--- src/rtl/mmio_uart_ctrl_pkg.sv ---
// Shared constants for the MMIO UART controller: bus width, IO region
// nibble, register word offsets and the status/level packing helpers.
package mmio_uart_ctrl_pkg;

  localparam int XLEN_DEF = 32;

  // Byte address bits [31:28] that select the IO region (decoded upstream into io_sel).
  localparam logic [3:0] IO_REGION = 4'h8;

  // Register word offsets.
  localparam int OFF_STATUS  = 0;
  localparam int OFF_RXDATA  = 1;
  localparam int OFF_TXDATA  = 2;
  localparam int OFF_CYCLE   = 4;
  localparam int OFF_INSTRET = 5;
  localparam int OFF_CLEAR   = 6;
  localparam int OFF_LEVEL   = 7;

  // Status register, LSB first: tx_not_full is bit0.
  typedef struct packed {
    logic rx_overrun;
    logic tx_overflow;
    logic rx_not_empty;
    logic tx_not_full;
  } status_t;

  // Level register layout: TX level in the upper byte, RX level in the lower byte.
  function automatic logic [15:0] pack_levels(input logic [7:0] tx_lvl, input logic [7:0] rx_lvl);
    return {tx_lvl, rx_lvl};
  endfunction

endpackage

--- src/rtl/mmio_uart_ctrl_sync_fifo.sv ---
// Synchronous FIFO with a combinational head view. A push into a full FIFO is
// accepted only when a pop happens in the same cycle. Full/empty come from
// the level count, so pointer equality is never ambiguous.
module sync_fifo #(
  parameter int WIDTH = 8,
  parameter int DEPTH = 8
) (
  input  logic                   clk,
  input  logic                   rst,
  input  logic                   push_i,
  input  logic                   pop_i,
  input  logic [WIDTH-1:0]       wdata_i,
  output logic [WIDTH-1:0]       rdata_o,
  output logic                   full_o,
  output logic                   empty_o,
  output logic [$clog2(DEPTH):0] level_o
);

  localparam int PW = $clog2(DEPTH);
  localparam int LW = PW + 1;

  logic [WIDTH-1:0] mem [DEPTH];
  logic [PW-1:0]    wr_ptr_q, wr_ptr_d;
  logic [PW-1:0]    rd_ptr_q, rd_ptr_d;
  logic [LW-1:0]    level_q, level_d;
  logic             do_push, do_pop;

  assign full_o  = (level_q == LW'(DEPTH));
  assign empty_o = (level_q == '0);
  assign level_o = level_q;
  assign rdata_o = mem[rd_ptr_q];

  assign do_pop  = pop_i && !empty_o;
  assign do_push = push_i && (!full_o || do_pop);

  // Next-state pointers and level; pointers wrap naturally as DEPTH is a power of two.
  always_comb begin
    wr_ptr_d = wr_ptr_q;
    rd_ptr_d = rd_ptr_q;
    level_d  = level_q;
    if (do_push) wr_ptr_d = wr_ptr_q + PW'(1);
    if (do_pop)  rd_ptr_d = rd_ptr_q + PW'(1);
    case ({do_push, do_pop})
      2'b10:   level_d = level_q + LW'(1);
      2'b01:   level_d = level_q - LW'(1);
      default: level_d = level_q;
    endcase
  end

  // Pointer and level registers; reset discards contents by emptying the FIFO.
  always_ff @(posedge clk) begin
    if (rst) begin
      wr_ptr_q <= '0;
      rd_ptr_q <= '0;
      level_q  <= '0;
    end else begin
      wr_ptr_q <= wr_ptr_d;
      rd_ptr_q <= rd_ptr_d;
      level_q  <= level_d;
    end
  end

  // Storage array, never reset: stale entries are unreachable once the level is zero.
  always_ff @(posedge clk) begin
    if (do_push) mem[wr_ptr_q] <= wdata_i;
  end

endmodule

--- src/rtl/mmio_uart_ctrl.sv ---
// MMIO UART controller: RX/TX byte FIFOs behind a small register map, plus
// free-running cycle and retired-instruction counters with a shared clear.
module mmio_uart_ctrl
  import mmio_uart_ctrl_pkg::*;
#(
  parameter int XLEN       = XLEN_DEF,
  parameter int FIFO_DEPTH = 8,
  parameter int ADDR_W     = 5
) (
  input  logic              clk,
  input  logic              rst,
  input  logic              io_sel,
  input  logic [ADDR_W-1:0] adr,
  input  logic [3:0]        wea,
  input  logic [XLEN-1:0]   din,
  input  logic              rd_en,
  output logic [XLEN-1:0]   dout,
  input  logic              instr_retire,
  input  logic [7:0]        rx_data,
  input  logic              rx_valid,
  output logic              rx_ready,
  output logic [7:0]        tx_data,
  output logic              tx_valid,
  input  logic              tx_ready
);

  localparam int LW = $clog2(FIFO_DEPTH) + 1;

  logic          wr_req, rd_req;
  logic          rx_push, rx_pop, rx_full, rx_empty;
  logic          tx_push, tx_pop, tx_full, tx_empty, tx_push_req;
  logic [7:0]    rx_head, tx_head;
  logic [LW-1:0] rx_level, tx_level;
  logic          clr;
  logic [31:0]   cyc_cnt_q, cyc_cnt_d, ins_cnt_q, ins_cnt_d;
  logic          tx_ovf_q, tx_ovf_d, rx_ovr_q, rx_ovr_d;
  logic [XLEN-1:0] rdata, dout_q, dout_d;
  status_t       status;
  logic          unused_din;

  // Only the low byte of a store reaches the TX FIFO.
  assign unused_din = ^din[XLEN-1:8];

  assign wr_req = io_sel && (wea != 4'h0);
  assign rd_req = io_sel && rd_en;
  assign clr    = wr_req && (adr == ADDR_W'(OFF_CLEAR));

  // RX side: accept whenever not full; a read of the data register pops the head.
  assign rx_ready = !rx_full;
  assign rx_push  = rx_valid && !rx_full;
  assign rx_pop   = rd_req && (adr == ADDR_W'(OFF_RXDATA)) && !rx_empty;

  // TX side: a store into a full FIFO survives only if the line drains this cycle.
  assign tx_valid    = !tx_empty;
  assign tx_data     = tx_empty ? 8'h00 : tx_head;
  assign tx_pop      = tx_valid && tx_ready;
  assign tx_push_req = wr_req && (adr == ADDR_W'(OFF_TXDATA));
  assign tx_push     = tx_push_req && (!tx_full || tx_pop);

  sync_fifo #(.WIDTH(8), .DEPTH(FIFO_DEPTH)) u_rx_fifo (
    .clk(clk), .rst(rst), .push_i(rx_push), .pop_i(rx_pop), .wdata_i(rx_data),
    .rdata_o(rx_head), .full_o(rx_full), .empty_o(rx_empty), .level_o(rx_level)
  );

  sync_fifo #(.WIDTH(8), .DEPTH(FIFO_DEPTH)) u_tx_fifo (
    .clk(clk), .rst(rst), .push_i(tx_push), .pop_i(tx_pop), .wdata_i(din[7:0]),
    .rdata_o(tx_head), .full_o(tx_full), .empty_o(tx_empty), .level_o(tx_level)
  );

  // Counters and sticky flags; a clear write beats that cycle's increment or set.
  always_comb begin
    cyc_cnt_d = cyc_cnt_q + 32'd1;
    ins_cnt_d = instr_retire ? ins_cnt_q + 32'd1 : ins_cnt_q;
    tx_ovf_d  = tx_ovf_q || (tx_push_req && !tx_push);
    rx_ovr_d  = rx_ovr_q || (rx_valid && rx_full);
    if (clr) begin
      cyc_cnt_d = '0;
      ins_cnt_d = '0;
      tx_ovf_d  = 1'b0;
      rx_ovr_d  = 1'b0;
    end
  end

  // Read mux; unmapped offsets read as zero, and a read of an empty RX FIFO returns zero.
  always_comb begin
    status.tx_not_full  = !tx_full;
    status.rx_not_empty = !rx_empty;
    status.tx_overflow  = tx_ovf_q;
    status.rx_overrun   = rx_ovr_q;
    rdata = '0;
    case (adr)
      ADDR_W'(OFF_STATUS):  rdata = XLEN'(status);
      ADDR_W'(OFF_RXDATA):  rdata = rx_empty ? '0 : XLEN'(rx_head);
      ADDR_W'(OFF_CYCLE):   rdata = XLEN'(cyc_cnt_q);
      ADDR_W'(OFF_INSTRET): rdata = XLEN'(ins_cnt_q);
      ADDR_W'(OFF_LEVEL):   rdata = XLEN'(pack_levels(8'(tx_level), 8'(rx_level)));
      default:              rdata = '0;
    endcase
    dout_d = rd_req ? rdata : dout_q;
  end

  assign dout = dout_q;

  // Register state: counters, sticky flags and the held read data.
  always_ff @(posedge clk) begin
    if (rst) begin
      cyc_cnt_q <= '0;
      ins_cnt_q <= '0;
      tx_ovf_q  <= 1'b0;
      rx_ovr_q  <= 1'b0;
      dout_q    <= '0;
    end else begin
      cyc_cnt_q <= cyc_cnt_d;
      ins_cnt_q <= ins_cnt_d;
      tx_ovf_q  <= tx_ovf_d;
      rx_ovr_q  <= rx_ovr_d;
      dout_q    <= dout_d;
    end
  end

endmodule

--- config.mk ---
export PLATFORM = sky130hd
export DESIGN_NAME = mmio_uart_ctrl
export DESIGN_NICKNAME = d
export VERILOG_FILES = /design/src/rtl/mmio_uart_ctrl_pkg.sv /design/src/rtl/mmio_uart_ctrl_sync_fifo.sv /design/src/rtl/mmio_uart_ctrl.sv
export SDC_FILE = /design/constraint.sdc
export NUM_CORES = 1
export LEC_CHECK = 0
export BUFFER_PORTS_ARGS = -buffer_cell sky130_fd_sc_hd__buf_2
export CAP_MARGIN = 15
export CORE_MARGIN = 5
export CORE_UTILIZATION = 45
export CTS_CLUSTER_DIAMETER = 80
export CTS_CLUSTER_SIZE = 24
export DETAILED_ROUTE_END_ITERATION = 16
export PLACE_DENSITY = 0.7
export SLEW_MARGIN = 20
export SYNTH_ARGS = -nofsm -noshare
export SYNTH_HDL_FRONTEND = slang
export SYNTH_SLANG_ARGS = --single-unit
--- constraint.sdc ---
create_clock -name clk -period 2.7 [get_ports clk]
set_input_delay 0.405 -clock clk [delete_from_list [all_inputs] [get_ports clk]]
set_output_delay 0.405 -clock clk [all_outputs]
set_load 0.005 [all_outputs]
==> qor.yml <==
cts:
  clk_path_buf_depth: 3
  cts_root_buf: "clkbuf_16"
  cts_max_level: 1
  clkTransAtPathRegs_ns: 0.09
  cts_tree: "done"
  clkLatencyLatePin_ns: 0.49
  cts_made_buffers: 14
  post_cts_buffers: 0
  clock-sinks: 252
setup_path:
  startpoint_type: "register"
  endpoint_kind: "register"
  required_ns: 3.12
  path_max_fanout: 6
  worstPathArrival_ns: 2.96
  crit_type: "reg -> reg"
synth:
  synth_edf_count: 128
  synth_area_leaders: "edfxtp_1, dfxtp_1, mux4_2, mux2i_1, a21oi_1"
  ys_seq_area_frac: 0.578
  syn_area_sq_mm: 0.0110
  yosysWarningCount: 0
  ys_ff_latch: 252
  ys.flop_type: "edfxtp_1"
  synthDistinctLibCells: 56
  synth_top_area_share: 0.351
  synth_cells: 917
  synth_area_per_cell_sq_um: 11.9
  synth_top_area_cell: "edfxtp_1"
  synthArstFlopShare: 0
  synth_fp_nets: 985
timing:
  drv_slew: 0
  rsz0062_at_grt: "no"
  tightestPinTransition_ns: 0.894
  fmax_ghz: 0.394
  fin_setup_tns_ns: 0
  hold_viol_final: 0
  slew_headroom: 0.401
  fin_crit_ns: 2.54
  period_share: 0.939
  setup_viol: 0
  clock_skew_ns: 0.0212
  setup_ws_ns: 0.164
power:
  p_leak_nw: 4.18
  p_total_mw: 6.64
  p_per_area_mw_per_mm2: 543
  vdd_drop_max_v: 0.000609
grt:
  antenna_found_initial: 1
  grt.overflow.total: 0
  grt_pass1_vias: 7142
  grt.total_usage: 0.165
  grt_pass1_wl_um: 38100
  grt_max_degree: 58
placed_design:
  gp_congestion: 0.799
  post-dp-hpwl_um: 15700
  port_buffers: 73
  dp.cells: 1295
  pre_cts_slack_ns: 0.0432
routing:
  dr_total_vias: 7382
  vias_per_cell: 5.60
  antenna_left: 0
  route.final.wire_length_um: 23100
  drtPass1Iterations: 4
  drtIter0Drc: 513
  wl_per_cell_um: 17.5
  route.detailed.drc: 0
floorplan:
  initial_core_util: 0.453
  die_height_um: 166
  fp.coreArea_sq_mm: 0.0242
  rows: 57
  num_io_pins: 98
  dieArea_sq_mm: 0.0276
  die-width_um: 166
layout:
  post-route-util: 0.506
  drive_above_1_share: 0.193
  synthToLayoutAreaGrowth_pct: 11.6
  insertedDiodeCount: 0
  fin_nets: 1055
  fillCellCount: 2105
  instances_no_fill: 1319
run_status:
  status: "finished clean"
run:
  cap_violations: 0
min_path:
  holdCritPathClass: "in -> reg"
## stage by stage
step	cell area, sq um	hold slack, ns
6_report	12200	0.187
2_1_floorplan	11000	0.421
3_3_place_gp	11800	0.438
4_1_cts	12200	0.165
3_5_place_dp	11800	0.447
5_1_grt	12200	0.171
## worst max-delay path, cell delays in order (launching register included)
cell	delay, ns
dfxtp_1	0.45
or4b_2	0.63
nand2_1	0.16
ha_2	0.26
xor2_1	0.18
ha_1	0.16
a21oi_1	0.04
xor2_1	0.16
or3_1	0.31
a21oi_1	0.13
## per-layer routing
| metal | up-vias | GRT usage | wire (um) | part of all wire |
|---|---|---|---|---|
| li1 | 3601 | - | - | - |
| met1 | 3620 | 0.237 | 10900 | 0.47 |
| met2 | 137 | 0.269 | 10800 | 0.47 |
| met3 | 22 | 0.0274 | 1040 | 0.045 |
| met4 | 2 | 0.0280 | 304 | 0.013 |
| met5 | - | 0 | 11 | 0.00048 |
## final cells by class
cell class / instances / area, sq um / share of cell area
clock inverter: 2 / 15.0 / 0.00123
inverter: 12 / 45.0 / 0.00369
clock buffer: 22 / 402 / 0.0329
sequential: 252 / 6330 / 0.518
tap: 324 / 405 / 0.0332
timing repair buffer: 113 / 666 / 0.0545
multi-input combinational: 594 / 4360 / 0.357
## path summary, 6_finish.rpt
| path | from | endpoint | slack, ns | depth (start not counted) |
|---|---|---|---|---|
| worst max register to register | u_rx_fifo.level_o[3] | u_rx_fifo.level_o[2] | 0.16 | 9 |
| worst min-delay path | rx_data[7] | u_rx_fifo.mem[1][7] | 0.19 | 1 |
| worst max-delay path | u_rx_fifo.level_o[3] | u_rx_fifo.level_o[2] | 0.16 | 9 |
| worst min register to register | cyc_cnt_q[0] | cyc_cnt_q[0] | 0.47 | 1 |
## report_power, final
group          switching [mW]  internal (mW)
combinational           0.193          0.122
sequential             0.0300           4.06
clock                    1.19           1.05
## cell usage after synthesis (all sizes together) (11+ instances only)
master    n
mux2     12
nand2    39
inv      12
ha       12
or4      27
mux2i    52
and4     11
nand3    29
nor2     87
dfxtp   124
edfxtp  128
nor3     35
nand2b   14
xor2     19
nand4    18
xnor2    12
a21oi    72
or3      14
buf      19
o21ai    25
nor4     12
o31ai    21
mux4     31
clkbuf   40
## cell families after synthesis
logic type,count (synthesis),share of synthesized area
buffers and inverters,71,0.0278
adders and majority gates,12,0.0137
DFF,252,0.578
and+or+nand+nor,311,0.154
AOI/OAI and AO/OA,145,0.0789
muxes,95,0.124
xor gates and xnor gates,31,0.0248
## placed cells by master (no fill, tap or decap), types with 3 or more instances in the layout
cell type / count
a21o_1: 3
a21oi_1: 72
a22oi_1: 6
a311oi_1: 3
and2_1: 5
and3_1: 6
and3b_1: 3
and4_1: 9
buf_2: 73
buf_4: 40
clkbuf_1: 7
clkbuf_16: 15
dfxtp_1: 124
edfxtp_1: 128
ha_1: 10
inv_1: 12
mux2_2: 12
mux2i_1: 52
mux4_2: 31
nand2_1: 38
nand2b_1: 14
nand3_1: 29
nand4_1: 15
nor2_1: 87
nor3_1: 35
nor4_1: 11
o21ai_0: 25
o31ai_1: 21
or2_2: 3
or3_1: 13
or4_1: 26
xnor2_1: 12
xor2_1: 19
## sequential cells by signal, summed over array words and instances, names as in the netlist, named ones only
| name | count |
|---|---|
| u_tx_fifo.level_o | 4 |
| u_rx_fifo.level_o | 4 |
| rx_ovr_q | 1 |
| u_tx_fifo.wr_ptr_q | 3 |
| ins_cnt_q | 32 |
| u_tx_fifo.mem | 64 |
| u_rx_fifo.mem | 64 |
| u_rx_fifo.wr_ptr_q | 3 |
| u_tx_fifo.rd_ptr_q | 3 |
| cyc_cnt_q | 32 |
| dout | 32 |
| u_rx_fifo.rd_ptr_q | 3 |
| tx_ovf_q | 1 |
## what timing repair did
item                       in CTS  in global routing
setup endpoints to repair       0                  1
hold buffers                    0                  0
resized for setup               0                  1
Note: power is estimated with default switching activity, not from simulation.
